==> config.mk <==
export PLATFORM = sky130hd
export DESIGN_NAME = boot_loader_ctrl
export DESIGN_NICKNAME = d
export VERILOG_FILES = /design/src/rtl/boot_loader_ctrl_pkg.sv /design/src/rtl/boot_loader_ctrl.sv
export SDC_FILE = /design/constraint.sdc
export NUM_CORES = 1
export LEC_CHECK = 0
export CORE_UTILIZATION = 48
export DETAILED_ROUTE_END_ITERATION = 16
export GPL_ROUTABILITY_DRIVEN = 0
export HOLD_SLACK_MARGIN = 0.03
export PLACE_DENSITY = 0.92
export SLEW_MARGIN = 0
export SYNTH_ARGS = -nofsm -noshare
export SYNTH_HDL_FRONTEND = slang
export SYNTH_SLANG_ARGS = --single-unit
==> constraint.sdc <==
create_clock -name clk -period 2.4 [get_ports clk]
set_input_delay 0.36 -clock clk [delete_from_list [all_inputs] [get_ports clk]]
set_output_delay 0.36 -clock clk [all_outputs]
set_load 0.01 [all_outputs]
==> src/rtl/boot_loader_ctrl_pkg.sv <==
// Shared uDLX boot/fetch definitions: boot sequencer state encodings and PC step.
package boot_loader_ctrl_pkg;

   // Byte distance between consecutive instruction words (also used by fetch).
   localparam int unsigned PC_INCREMENT = 4;

   typedef enum logic [1:0] {
      BOOT_LOAD    = 2'd0,
      BOOT_RELEASE = 2'd1,
      BOOT_RUN     = 2'd2
   } boot_state_e;

endpackage

==> src/rtl/boot_loader_ctrl.sv <==
// Boot sequencer for the uDLX fetch stage. Holds the core in boot mode, streams the
// program image from a valid/ready loader into instruction SRAM, then releases fetch
// and hands the SRAM address port over to the fetch PC.
module boot_loader_ctrl
   import boot_loader_ctrl_pkg::*;
#(
   parameter int unsigned               PC_DATA_WIDTH      = 20,
   parameter int unsigned               INSTRUCTION_WIDTH  = 32,
   parameter logic [PC_DATA_WIDTH-1:0]  PC_INITIAL_ADDRESS = '0,
   parameter int unsigned               MAX_WORDS          = 1024,
   parameter int unsigned               RELEASE_CYCLES     = 2
) (
   input  logic                          clk,
   input  logic                          rst_n,
   input  logic                          boot_req,
   input  logic                          load_valid,
   output logic                          load_ready,
   input  logic [INSTRUCTION_WIDTH-1:0]  load_data,
   input  logic                          load_last,
   input  logic [PC_DATA_WIDTH-1:0]      fetch_addr_in,
   output logic [PC_DATA_WIDTH-1:0]      inst_mem_addr_out,
   output logic                          inst_mem_we_out,
   output logic [INSTRUCTION_WIDTH-1:0]  inst_mem_data_out,
   output logic                          boot_mode,
   output logic                          core_en,
   output logic                          boot_overflow
);

   localparam int CNT_W = $clog2(MAX_WORDS + 1);
   localparam int REL_W = $clog2(RELEASE_CYCLES + 1);
   localparam logic [CNT_W-1:0]         WORD_LIMIT = CNT_W'(MAX_WORDS);
   localparam logic [REL_W-1:0]         REL_LAST   = REL_W'(RELEASE_CYCLES - 1);
   localparam logic [PC_DATA_WIDTH-1:0] ADDR_STEP  = PC_DATA_WIDTH'(PC_INCREMENT);

   boot_state_e                  state_q, state_d;
   logic [PC_DATA_WIDTH-1:0]     wr_addr_q, wr_addr_d;
   logic [PC_DATA_WIDTH-1:0]     pend_addr_q, pend_addr_d;   // address of the write now on the port
   logic [CNT_W-1:0]             word_cnt_q, word_cnt_d;
   logic [REL_W-1:0]             rel_cnt_q, rel_cnt_d;
   logic                         we_q, we_d;
   logic [INSTRUCTION_WIDTH-1:0] data_q, data_d;
   logic                         overflow_q, overflow_d;

   // State and datapath registers; async reset returns to a fresh LOAD at the initial PC.
   always_ff @(posedge clk or negedge rst_n) begin
      if (!rst_n) begin
         state_q     <= BOOT_LOAD;
         wr_addr_q   <= PC_INITIAL_ADDRESS;
         pend_addr_q <= PC_INITIAL_ADDRESS;
         word_cnt_q  <= '0;
         rel_cnt_q   <= '0;
         we_q        <= 1'b0;
         data_q      <= '0;
         overflow_q  <= 1'b0;
      end else begin
         state_q     <= state_d;
         wr_addr_q   <= wr_addr_d;
         pend_addr_q <= pend_addr_d;
         word_cnt_q  <= word_cnt_d;
         rel_cnt_q   <= rel_cnt_d;
         we_q        <= we_d;
         data_q      <= data_d;
         overflow_q  <= overflow_d;
      end
   end

   // Next-state logic: accept words in LOAD, hold RELEASE for a fixed count, wait for boot_req in RUN.
   always_comb begin
      state_d     = state_q;
      wr_addr_d   = wr_addr_q;
      pend_addr_d = pend_addr_q;
      word_cnt_d  = word_cnt_q;
      rel_cnt_d   = rel_cnt_q;
      we_d        = 1'b0;
      data_d      = data_q;
      overflow_d  = overflow_q;
      case (state_q)
         BOOT_LOAD: begin
            if (load_valid) begin
               we_d        = 1'b1;
               data_d      = load_data;
               pend_addr_d = wr_addr_q;
               wr_addr_d   = wr_addr_q + ADDR_STEP;
               word_cnt_d  = word_cnt_q + CNT_W'(1);
               if (load_last) begin
                  state_d = BOOT_RELEASE;
               end else if (word_cnt_d == WORD_LIMIT) begin
                  // Image filled the SRAM without a last marker: truncate and flag it.
                  state_d    = BOOT_RELEASE;
                  overflow_d = 1'b1;
               end
            end
         end
         BOOT_RELEASE: begin
            if (rel_cnt_q == REL_LAST) begin
               rel_cnt_d = '0;
               state_d   = BOOT_RUN;
            end else begin
               rel_cnt_d = rel_cnt_q + REL_W'(1);
            end
         end
         BOOT_RUN: begin
            if (boot_req) begin
               state_d    = BOOT_LOAD;
               wr_addr_d  = PC_INITIAL_ADDRESS;
               word_cnt_d = '0;
               overflow_d = 1'b0;
            end
         end
         default: begin
            state_d = BOOT_LOAD;
         end
      endcase
   end

   // Port outputs decoded from state; SRAM address follows fetch only once the core runs.
   always_comb begin
      load_ready = (state_q == BOOT_LOAD);
      boot_mode  = (state_q != BOOT_RUN);
      core_en    = (state_q == BOOT_RUN);
      if (state_q == BOOT_RUN) begin
         inst_mem_addr_out = fetch_addr_in;
      end else if (we_q) begin
         inst_mem_addr_out = pend_addr_q;
      end else begin
         inst_mem_addr_out = wr_addr_q;
      end
   end

   assign inst_mem_we_out   = we_q;
   assign inst_mem_data_out = data_q;
   assign boot_overflow     = overflow_q;

endmodule

==> results.sh, run 1 <==
export IMPL_worstPathRequired_ps=2040
export IMPL_number_of_fill_cells_in_the_layout=608
export IMPL_slew_headroom_pct=40.9
export IMPL_synthToLayoutAreaGrowth_pct=36.6
export IMPL_final_hold_viol_count=0
export IMPL_grt_max_degree=72
export IMPL_ys_warns=0
export IMPL_overflow=0
export IMPL_powerDensity_nw_per_um2=1040
export IMPL_setup_total_negative_slack_ps=0
export IMPL_initial_utilization_pct=49.6
export IMPL_global_route_usage_met3_pct=5.50
export IMPL_ys_seq_elements=85
export IMPL_clock_root_buffer="clkbuf_8"
export IMPL_gr_usage_all_layers_pct=24.2
export IMPL_min_delay_path_class="in2async"
export IMPL_critical_path_startpoint_type="register"
export IMPL_viasPerCell=5.44
export IMPL_critPathKind="reg2out"
export IMPL_groute_layer_met2_usage_pct=41.5
export IMPL_detailedPlacementHpwl_mm=7.18
export IMPL_crit_path_max_incr_delay_ps=580
export IMPL_drv_slew=0
export IMPL_setup_viol=0
export IMPL_endpoint_kind="output pin"
export IMPL_cts_inserted_buffers=9
export IMPL_drt_first_iter_violations=246
export IMPL_first_pass_grt_wire_length_mm=16.9
export IMPL_max_clock_path_buffers=2
export IMPL_routed_wire_length_per_instance_um=14.6
export IMPL_synth_area_um2=4080
export IMPL_cap_viol_max_count=0
export IMPL_synth_async_sr_flop_share_pct=100
export IMPL_globalRoute_busiestLayer="met2"
export IMPL_num_antenna_cells=0
export IMPL_die_y_um=94.2
export IMPL_count_of_flip_flops_with_a_built_in_enable_after_synthesis=0
export IMPL_globalRouteMet1Util_pct=29.7
export IMPL_cp_data_arrival_time_ps=1930
export IMPL_fin_worst_skew_ps=6.04
export IMPL_num_nets_final=640
export IMPL_clock_tree_from_tritoncts="built"
export IMPL_vias=3759
export IMPL_yosys_area_top_type_share_pct=52.1
export IMPL_post_synth_top_flop="dfrtp_1"
export IMPL_ant_nets=0
export IMPL_drt_wl_total_mm=10.1
export IMPL_synth_cells=465
export IMPL_library_cell_occupying_the_most_area_in_the_post_synthesis_netlist="dfrtp_1"
export IMPL_post_synth_cell_area_avg_um2=8.77
export IMPL_htreeDepth=3
export IMPL_peakVddDrop_mv=0.553
export IMPL_cellLeakagePower_nw=2.54
export IMPL_count_of_different_cell_masters_after_synthesis=51
export IMPL_mappedNetlistNets=524
export IMPL_clkSinkCount=85
export IMPL_final_period_minus_worst_setup_slack_ps=2290
export IMPL_first_global_vias=3701
export IMPL_die_area_um2=8870
export IMPL_core_um2=8220
export IMPL_io_pin_count=114
export IMPL_status="finished, final reports clean"
export IMPL_clkTransAtPathRegs_ps=90
export IMPL_critical_path_cell_chain="nor2b_2, buf_4, o21ai_0, clkdlybuf4s50_1"
export IMPL_route_detailed_drc=0
export IMPL_firstDrtPassIters=5
export IMPL_fp_dieW_um=94.2
export IMPL_cp_slowest_cell="clkdlybuf4s50_1"
export IMPL_maximum_frequency_from_static_timing_analysis_mhz=437
export IMPL_hold_ws_ps=136
export IMPL_post_route_cells_drive_above_1_share_pct=7.51
export IMPL_grt_setup_unrepaired="no"
export IMPL_post_synth_main_area_contributors="dfrtp_1 (52%), nand2_1 (17%), o21ai_0 (4.5%)"
export IMPL_synth_seq_area_share_pct=52.1
export IMPL_grt_antenna_before_repair=0
export IMPL_ff2ff_setup_slack_ps=400
export IMPL_min_period_over_period_pct=95.4
export IMPL_core_rowCount=33
export IMPL_worstSkewPairLatency_ps=350
export IMPL_worst_path_max_fanout=18
export IMPL_worst_pin_slew_ps=887
export IMPL_placement_io_buffers=113
==> worst paths after layout <==
path                                              end                  from  depth (start not counted)
worst max-delay path             inst_mem_addr_out[5]            state_q[1]                          4
worst min-delay path                  pend_addr_q[12]                 rst_n                          1
worst max register to register          wr_addr_q[16]            state_q[1]                          5
worst min register to register   inst_mem_data_out[2]  inst_mem_data_out[2]                          2
max in group asynchronous       inst_mem_data_out[17]                 rst_n                          2
min in group clk                 inst_mem_data_out[2]  inst_mem_data_out[2]                          2
==> cell families (layout without fill, tap and decap cells) <==
| logic type | count (synthesis) | after routing | synth area share, % |
|---|---|---|---|
| flops | 85 | 85 | 52.1 |
| simple gates | 240 | 240 | 25.7 |
| mux | 18 | 18 | 4.42 |
| xor+xnor | 9 | 9 | 1.93 |
| fa+ha+maj | 2 | 2 | 0.613 |
| compound gates | 77 | 77 | 11.6 |
| buf+inv | 34 | 155 | 3.56 |
==> Yosys cell counts (all sizes together) (4+ instances only) <==
master,instances
nand2,180
dfrtp,85
o21ai,37
clkbuf,20
mux2i,18
nor2,12
a21oi,11
nand4,9
nand3,8
or4,8
buf,7
o31ai,7
inv,6
a22o,5
xor2,5
or3,4
xnor2,4
==> per-stage QoR <==
| step | cell area [µm²] | power [mW] | std cells | utilization (%) | setup WS (ps) |
|---|---|---|---|---|---|
| 2_1_floorplan | 4080 | 3.51 | 465 | - | 541 |
| 3_3_place_gp | 5370 | 4.70 | 675 | 65.3 | 58.6 |
| 3_5_place_dp | 5370 | 4.81 | 675 | 65.3 | 21.9 |
| 4_1_cts | 5570 | 5.84 | 691 | 67.7 | 84.9 |
| 5_1_grt | 5570 | 6.22 | 691 | 67.8 | 14.7 |
| 6_report | 5570 | 5.82 | 691 | 67.8 | 111 |
==> per-layer routing <==
| layer | wire [µm] | vias to the layer above |
|---|---|---|
| li1 | - | 1807 |
| met1 | 4110 | 1769 |
| met2 | 5040 | 168 |
| met3 | 794 | 15 |
| met4 | 149 | 0 |
| met5 | 0 | - |
==> timing repair <==
action,CTS,global route
endpoints found under the setup margin,0,2
hold endpoints to repair,0,0
buffers inserted,0,0
hold buffers,0,0
gates resized for setup,0,2
==> layout make-up <==
type,count,area (µm²),area share [%]
sequential,85,2130,38.2
clock inverter,6,62.6,1.12
tap,105,131,2.36
inverter,7,27.5,0.494
timing repair buffer,132,1270,22.9
multi-input combinational,346,1810,32.5
clock buffer,10,138,2.47
==> layout by cell type (no fill, tap or decap), types with 2 or more instances in the layout <==
master	instances
nand2_1	180
clkdlybuf4s50_1	112
dfrtp_1	85
o21ai_0	36
buf_4	19
mux2i_1	18
nor2_1	12
a21oi_1	11
clkbuf_8	10
nand3_1	8
nand4_1	8
o31ai_1	7
or4_1	7
inv_1	6
xor2_1	5
a22o_1	5
clkinv_2	4
or3_1	4
xnor2_1	4
and2_1	3
nor4_1	3
a211oi_1	3
or3b_2	2
o21bai_1	2
o211ai_1	2
ha_1	2
clkinv_4	2
==> state kept, by name, summed over array words and instances (netlist names) <==
register,cells
boot_overflow,1
inst_mem_we_out,1
state_q,2
wr_addr_q,18
rel_cnt_q,2
word_cnt_q,11
inst_mem_data_out,32
pend_addr_q,18
==> where the power goes <==
part	leakage, nW	switching, mW	total [mW]	internal (mW)
Combinational	1.34	1.19	2.45	1.27
Sequential	1.10	0.444	2.35	1.90
Clock	0.106	0.512	1.02	0.508
Total	2.54	2.14	5.82	3.67
==> critical path, delay by kind of cell (launching register included) <==
family | cells | cell delay (ps)
buffers and inverters | 2 | 770
DFF | 1 | 430
AOI/OAI and AO/OA | 1 | 210
and+or+nand+nor | 1 | 170
(Power assumes the default switching activity.)
==> run 2: changes to the inputs <==
--- a/config.mk
+++ b/config.mk
@@ -5,6 +5,7 @@
 export SDC_FILE = /design/constraint.sdc
 export NUM_CORES = 1
 export LEC_CHECK = 0
+export CORE_ASPECT_RATIO = 1.75
 export CORE_UTILIZATION = 48
 export DETAILED_ROUTE_END_ITERATION = 16
 export GPL_ROUTABILITY_DRIVEN = 0
==> run 2 against run 1 <==
Effect of this change: first-iteration DRC count grew 28%; clock power grew 56%; global-route usage grew 0.23 points; largest power group unchanged.
==> results.sh, run 2 (synthesized netlist as in run 1, its figures left out) <==
export IMPL_overflow=0
export IMPL_dp_cells=657
export IMPL_critical_path_startpoint_type="register"
export IMPL_crit_path_max_incr_delay_ps=610
export IMPL_core_rowCount=44
export IMPL_powerDensity_nw_per_um2=1130
export IMPL_clkSinkCount=85
export IMPL_finalInstanceArea_um2=5710
export IMPL_ant_nets=0
export IMPL_power_frac_clock_pct=24.5
export IMPL_die_area_um2=8890
export IMPL_detailedPlace_worstSlack_ps=-2.64
export IMPL_cts_inserted_buffers=9
export IMPL_synthToLayoutAreaGrowth_pct=39.9
export IMPL_grt_setup_unrepaired="no"
export IMPL_post_route_cells_drive_above_1_share_pct=6.54
export IMPL_final_period_minus_worst_setup_slack_ps=2320
export IMPL_postCtsSetupBuffers=0
export IMPL_final_hold_viol_count=0
export IMPL_drv_slew=0
export IMPL_comb_power_share_pct=38.9
export IMPL_fin_worst_skew_ps=4.63
export IMPL_worstPathRequired_ps=2040
export IMPL_clock_tree_from_tritoncts="built"
export IMPL_drt_wl_total_mm=10.6
export IMPL_cpLargestDelayFamily="buffers and inverters"
export IMPL_clkTransAtPathRegs_ps=60
export IMPL_min_delay_path_class="in2async"
export IMPL_net_switching_power_mw=2.25
export IMPL_clock_root_buffer="clkbuf_16"
export IMPL_worst_path_max_fanout=39
export IMPL_viasPerCell=5.62
export IMPL_io_pin_count=114
export IMPL_cp_data_arrival_time_ps=1960
export IMPL_power_report_internal_total_mw=4.22
export IMPL_placement_io_buffers=113
export IMPL_finalNonFillerCells=673
export IMPL_worst_path_buf_inv=2
export IMPL_maximum_frequency_from_static_timing_analysis_mhz=431
export IMPL_first_pass_grt_wire_length_mm=16.8
export IMPL_final_critical_path_setup_slack_ps=80.5
export IMPL_slew_headroom_pct=61.0
export IMPL_power_share_switching_pct=34.8
export IMPL_critical_path_cell_chain="nor2b_4, buf_12, nand2_1, o21ai_0, clkdlybuf4s50_1"
export IMPL_route_detailed_drc=0
export IMPL_cap_viol_max_count=0
export IMPL_min_period_over_period_pct=96.6
export IMPL_worstSkewPairLatency_ps=340
export IMPL_firstDrtPassIters=5
export IMPL_status="finished, final reports clean"
export IMPL_setup_viol=0
export IMPL_num_nets_final=635
export IMPL_post_dp_cell_area_um2=5360
export IMPL_first_global_vias=3622
export IMPL_max_clock_path_buffers=2
export IMPL_detailedPlacementHpwl_mm=7.32
export IMPL_worst_pin_slew_ps=582
export IMPL_die_y_um=124
export IMPL_mostFrequentLayoutCell="nand2_1"
export IMPL_num_antenna_cells=0
export IMPL_layout_cells_most_common_list="nand2_1 (180), clkdlybuf4s50_1 (112), dfrtp_1 (85)"
export IMPL_gr_usage_all_layers_pct=24.4
export IMPL_htreeDepth=3
export IMPL_grt_antenna_before_repair=0
export IMPL_fp_dieW_um=71.7
export IMPL_seq_power_share_pct=36.6
export IMPL_largest_register_ffs=32
export IMPL_cellLeakagePower_nw=2.59
export IMPL_core_um2=8260
export IMPL_cp_slowest_cell="clkdlybuf4s50_1"
export IMPL_drt_first_iter_violations=315
export IMPL_peakVddDrop_mv=0.629
export IMPL_grt_max_degree=86
export IMPL_vias=3781
export IMPL_endpoint_kind="output pin"
export IMPL_routed_wire_length_per_instance_um=15.8
export IMPL_initial_utilization_pct=49.4
export IMPL_critPathKind="reg2out"
[run 2: repair_timing]
item | 4_1_cts | 5_1_grt
setup endpoints to repair | 0 | 2
hold buffers | 0 | 0
resized for setup | 0 | 1
[run 2: cell type report]
type                            instances  area (µm²)
Clock inverter                          6         111
Tap cell                               92         115
Inverter                                7        27.5
Timing Repair Buffer                  127        1280
Fill cell                             611        2550
Clock buffer                           10         229
Multi-Input combinational cell        346        1810
Sequential cell                        85        2130
[run 2: path summary, 6_finish.rpt]
kind / from / end / slack [ps] / cells past startpoint
hold / removal: rst_n / wr_addr_q[19] / 20 / 2
setup / recovery: state_q[1] / inst_mem_addr_out[2] / 80 / 5
hold reg to reg: inst_mem_data_out[16] / inst_mem_data_out[16] / 470 / 2
setup reg to reg: state_q[0] / wr_addr_q[10] / 280 / 6
min in group clk: inst_mem_data_out[16] / inst_mem_data_out[16] / 470 / 2
max in group asynchronous: rst_n / inst_mem_data_out[7] / 1990 / 2
[run 2: through the flow]
step	TNS (ps)	total power, mW	hold slack (ps)	util, %
after floorplan	0	3.51	64.4	-
after global placement	0	4.76	425	64.9
after detailed placement	-2.64	4.87	429	64.9
after CTS	0	6.47	68.2	69.1
after global routing	0	6.81	91.6	69.1
final	0	6.46	15.9	69.1
[run 2: power by group through the flow]
stage	Clock (mW)	Sequential, mW	Combinational (mW)
after detailed placement	0	2.36	2.51
after CTS	1.60	2.35	2.52
after global routing	1.65	2.42	2.74
final	1.59	2.37	2.51
after global placement	0	2.33	2.43
after floorplan	0	2.34	1.16
[run 2: per-layer routing]
| metal | GRT usage, % | vias up | wire length [µm] |
|---|---|---|---|
| li1 | - | 1790 | - |
| met1 | 26.6 | 1794 | 3900 |
| met2 | 46.0 | 171 | 5910 |
| met3 | 3.48 | 26 | 532 |
| met4 | 11.3 | 0 | 293 |
| met5 | 0 | - | 0 |
==> run 3: changes to the inputs <==
--- a/config.mk
+++ b/config.mk
@@ -5,8 +5,10 @@
 export SDC_FILE = /design/constraint.sdc
 export NUM_CORES = 1
 export LEC_CHECK = 0
+export CELL_PAD_IN_SITES_DETAIL_PLACEMENT = 2
+export CELL_PAD_IN_SITES_GLOBAL_PLACEMENT = 2
 export CORE_ASPECT_RATIO = 1.75
-export CORE_UTILIZATION = 48
+export CORE_UTILIZATION = 28
 export DETAILED_ROUTE_END_ITERATION = 16
 export GPL_ROUTABILITY_DRIVEN = 0
 export HOLD_SLACK_MARGIN = 0.03
==> run 3 against run 2 <==
Effect of this change: global-route usage decreased by 5.7 points; critical path depth fell by 1; maximum frequency up 1.3%.
==> results.sh, run 3 (synthesized netlist as in run 1, its figures left out) <==
export IMPL_status="finished, final reports clean"
export IMPL_peakVddDrop_mv=0.441
export IMPL_clkTransAtPathRegs_ps=60
export IMPL_setup_viol=0
export IMPL_critical_path_startpoint_type="register"
export IMPL_number_of_fill_cells_in_the_layout=1576
export IMPL_ant_nets=0
export IMPL_fin_worst_skew_ps=8.62
export IMPL_core_rowCount=58
export IMPL_routed_wire_length_per_instance_um=17.9
export IMPL_grt_antenna_before_repair=0
export IMPL_cellLeakagePower_nw=2.57
export IMPL_slew_headroom_pct=59.4
export IMPL_clock_tree_from_tritoncts="built"
export IMPL_drt_first_iter_violations=143
export IMPL_worst_path_buf_inv=2
export IMPL_clkSinkCount=85
export IMPL_cpLargestDelayFamily="buffers and inverters"
export IMPL_largest_register_ffs=32
export IMPL_final_hold_viol_count=0
export IMPL_cp_slowest_cell="clkdlybuf4s50_1"
export IMPL_final_seq_area_um2=2130
export IMPL_total_power_consumption_of_the_routed_design_mw=6.18
export IMPL_power_frac_clock_pct=20.1
export IMPL_maximum_frequency_from_static_timing_analysis_mhz=437
export IMPL_seq_power_share_pct=38.7
export IMPL_comb_power_share_pct=41.2
export IMPL_power_share_switching_pct=37.6
export IMPL_critical_path_cell_chain="buf_4, mux2i_1, o21ai_0, clkdlybuf4s50_1"
export IMPL_power_report_internal_total_mw=3.86
export IMPL_firstDrtPassIters=5
export IMPL_post_dp_cell_area_um2=5460
export IMPL_cp_data_arrival_time_ps=1930
export IMPL_endpoint_kind="output pin"
export IMPL_finalInstanceArea_um2=5730
export IMPL_max_clock_path_buffers=2
export IMPL_drv_slew=0
export IMPL_cts_hold_repair_buffers=0
export IMPL_die_y_um=162
export IMPL_grt_setup_unrepaired="no"
export IMPL_crit_path_max_incr_delay_ps=590
export IMPL_first_global_vias=4360
export IMPL_num_antenna_cells=0
export IMPL_htreeDepth=3
export IMPL_post_route_cells_drive_above_1_share_pct=6.88
export IMPL_fp_dieW_um=93.2
export IMPL_multi_input_logic_area_um2=1810
export IMPL_io_pin_count=114
export IMPL_num_nets_final=637
export IMPL_first_pass_grt_wire_length_mm=21.7
export IMPL_final_period_minus_worst_setup_slack_ps=2290
export IMPL_core_um2=14300
export IMPL_gr_usage_all_layers_pct=18.7
export IMPL_critPathKind="reg2out"
export IMPL_synthToLayoutAreaGrowth_pct=40.4
export IMPL_powerDensity_nw_per_um2=1080
export IMPL_clock_root_buffer="clkbuf_16"
export IMPL_net_switching_power_mw=2.32
export IMPL_route_detailed_drc=0
export IMPL_min_period_over_period_pct=95.4
export IMPL_grt_max_degree=44
export IMPL_layout_cells_most_common_list="nand2_1 (180), clkdlybuf4s50_1 (111), dfrtp_1 (84)"
export IMPL_min_delay_path_class="in2async"
export IMPL_cap_viol_max_count=0
export IMPL_mostFrequentLayoutCell="nand2_1"
export IMPL_cts_inserted_buffers=9
export IMPL_worstSkewPairLatency_ps=330
export IMPL_viasPerCell=5.07
export IMPL_worst_path_max_fanout=6
export IMPL_vias=3857
export IMPL_die_area_um2=15100
export IMPL_setup_total_negative_slack_ps=0
export IMPL_drt_wl_total_mm=13.6
export IMPL_overflow=0
export IMPL_worstPathRequired_ps=2040
export IMPL_hold_ws_ps=25.7
export IMPL_placement_io_buffers=113
export IMPL_detailedPlacementHpwl_mm=10.1
export IMPL_worst_pin_slew_ps=606
export IMPL_initial_utilization_pct=28.5
==> run 3: cell count changes in the layout (fill, tap and decap cells not counted), moves of 2 or more <==
cell / previous run / this run
buf_4: 11 / 15
bufinv_16: 3 / 0
buf_12: 4 / 2
clkinv_2: 2 / 4
==> run 3: worst paths after layout <==
check / startpoint / to / slack [ps] / cells after the start
max in group asynchronous: rst_n / inst_mem_we_out / 1700 / 2
min reg2reg: inst_mem_data_out[6] / inst_mem_data_out[6] / 480 / 2
max reg2reg: state_q[0] / wr_addr_q[15] / 250 / 4
min: rst_n / boot_overflow / 30 / 1
min in group clk: inst_mem_data_out[6] / inst_mem_data_out[6] / 480 / 2
max: inst_mem_we_out / inst_mem_addr_out[19] / 110 / 4
==> run 3: repair_timing <==
item | in CTS | in global routing
resized for setup | 1 | 2
buffers inserted | 0 | 0
endpoints found under the setup margin | 4 | 16
==> run 3: layout make-up <==
| class | instances | area share (%) |
|---|---|---|
| clock buffers | 9 | 3.93 |
| clock inverters | 5 | 0.524 |
| inverters | 7 | 0.481 |
| multi-input cells | 346 | 31.7 |
| flip-flops and latches | 85 | 37.2 |
| well taps | 180 | 3.93 |
| repair buffers | 129 | 22.3 |
==> run 3: power by group through the flow <==
stage / Sequential, mW / Combinational (mW) / Clock (mW)
2_1_floorplan: 2.34 / 1.16 / 0
3_3_place_gp: 2.36 / 2.45 / 0
3_5_place_dp: 2.40 / 2.59 / 0
4_1_cts: 2.39 / 2.61 / 1.29
5_1_grt: 2.45 / 2.79 / 1.33
6_report: 2.39 / 2.54 / 1.24
==> run 3: worst reg2reg max path: stages (launching register included) <==
cell	delay [ps]
dfrtp_1	450
or3b_2	590
a21o_1	290
or4_1	520
a21oi_1	210
==> run 3: metrics by stage <==
| step | cells | utilization (%) | setup slack, ps |
|---|---|---|---|
| after floorplan | 465 | - | 541 |
| after global placement | 747 | 38.2 | 78.7 |
| after detailed placement | 747 | 38.2 | -90.4 |
| after CTS | 761 | 40.0 | 56.2 |
| after global routing | 761 | 40.1 | 7.09 |
| final | 761 | 40.1 | 109 |
==> run 3: routing by layer <==
metal	up-vias	GRT usage, %	share of wire [%]
li1	1793	-	-
met1	1956	18.9	37
met2	86	36.1	57
met3	22	2.86	3.0
met4	0	9.23	3.1
met5	-	0	0
==> patch, RTL diff (config.mk and constraints of run 2) <==
Change the parameter `PC_DATA_WIDTH` from 20 to 40.
--- a/src/rtl/boot_loader_ctrl.sv
+++ b/src/rtl/boot_loader_ctrl.sv
@@ -5,5 +5,5 @@
    import boot_loader_ctrl_pkg::*;
 #(
-   parameter int unsigned               PC_DATA_WIDTH      = 20,
+   parameter int unsigned               PC_DATA_WIDTH      = 40,
    parameter int unsigned               INSTRUCTION_WIDTH  = 32,
    parameter logic [PC_DATA_WIDTH-1:0]  PC_INITIAL_ADDRESS = '0,
Interface: changed (resized fetch_addr_in and inst_mem_addr_out); port bits go from 114 to 154. The function was not compared with the original's and may differ.
==> patch against run 2 <==
  * Cell area is 53% higher
  * Critical path type unchanged
  * Highest routed layer unchanged
  * Sequential cell count is 40 higher
  * Count of clock-buffer cells in the layout is 15 higher
  * Sequential share of layout area is 1.3 points lower
  * Final cell count is 58% higher
  * Worst setup slack worse by 17 ps
  * First-iteration DRC count is 24% higher
  * Combinational power is 17% higher
  * Total power is 30% higher
  * Via count is 52% higher
  * Wire length is 50% higher
  * Area after synthesis is 52% higher
  * Global-route usage is 0.18 points lower
==> patch: results (changes against run 2) <==
Setup path
  • Worst r2r src: wr_addr_q[18]$_DFFE_PN0P_ (was state_q[0]$_DFFE_PN0P_)
  • Arrival time at the worst endpoint: 1980 ps (was 1960 ps)
  • Cells on worst reg2reg path: 5 (was 6)

Yosys
  • Synth Area in Adders: 0.403% (was 0.613%)
  • Post-Synth XOR/XNOR Area: 4.37% (was 1.93%)
  • Syn nets: 805 (was 524)
  • Yosys cell types: 43 (was 51)

Global route
  • Routing usage on met2: 41.7% (was 46.0%)
  • Largest net degree at the start of global routing: 58 (was 86)
  • GR Layer Usage met1: 27.5% (was 26.6%)
  • All-Layer GR Usage: 24.2% (was 24.4%)

CTS
  • CTS H-tree depth: 4 (was 3)
  • Num CTS Buffers: 17 (was 9)
  • Post_cts resized: 12 (was 0)
  • Sink Count: 125 (was 85)
  • Post-CTS Setup Repair Bufs: 3 (was 0)

Timing
  • Max Clock Skew: 9.90 ps (was 4.63 ps)
  • Tightest Pin Transition: 586 ps (was 582 ps)
  • Final Cycle Share: 97.4% (was 96.6%)
  • Worst hold slack: 417 ps (was 15.9 ps)

Route
  • WL/cell: 15.0 um (was 15.8 um)
  • Via count: 5753 (was 3781)
  • 1st-iter DRT viols: 391 (was 315)

Outcome
  • Outcome: complete, no violations (unchanged)

Finish
  • # nets final: 963 (was 635)
  • Multi-input comb cells: 549 (was 346)
  • Area grow syn2layout: 40.2% (was 39.9%)
  • Buffer share of cell area: 21.5% (was 22.5%)
  • Non-CTS inverters: 5 (was 7)
  • Layout cells sized above 1: 7.80% (was 6.54%)
  • Fillers: 929 (was 611)
  • Layout clock area frac: 6.84% (was 5.96%)
  • Fraction of area in multi-input gates: 33.1% (was 31.8%)

Place
  • Dpl ws: 176 ps (was -2.64 ps)
  • Placed cell area: 0.00799 mm^2 (was 0.00536 mm^2)
  • Post-DP HPWL: 10500 um (was 7320 um)
  • Placed Instances: 1023 (was 657)

Power and ir drop
  • Leakage: 0.00419 uW (was 0.00259 uW)
## patch: cell types whose count changed after synthesis, moves of 4 or more
cell / before / now
and3_1: 1 / 5
buf_2: 4 / 11
clkbuf_1: 20 / 33
dfrtp_1: 85 / 125
mux2i_1: 18 / 39
nand2_1: 180 / 267
nand3_1: 8 / 16
nand4_1: 8 / 23
nor2_1: 12 / 39
nor3_1: 1 / 7
o21ai_0: 37 / 57
o31ai_1: 7 / 3
or4_1: 7 / 1
xor2_1: 5 / 24
## patch: routing by layer
layer  vias to the layer above  part of all wire (%)
li1                       2735                     -
met1                      2768                    38
met2                       206                    53
met3                        44                   5.3
met4                         0                   3.7
met5                         -                     0
## patch: power breakdown
part	internal, uW	total (uW)	switching (uW)	leakage, uW
clock	1710	2580	870	0.000295
combinational	1460	2940	1480	0.00222
sequential	2520	2850	330	0.00167
total	5690	8370	2680	0.00419
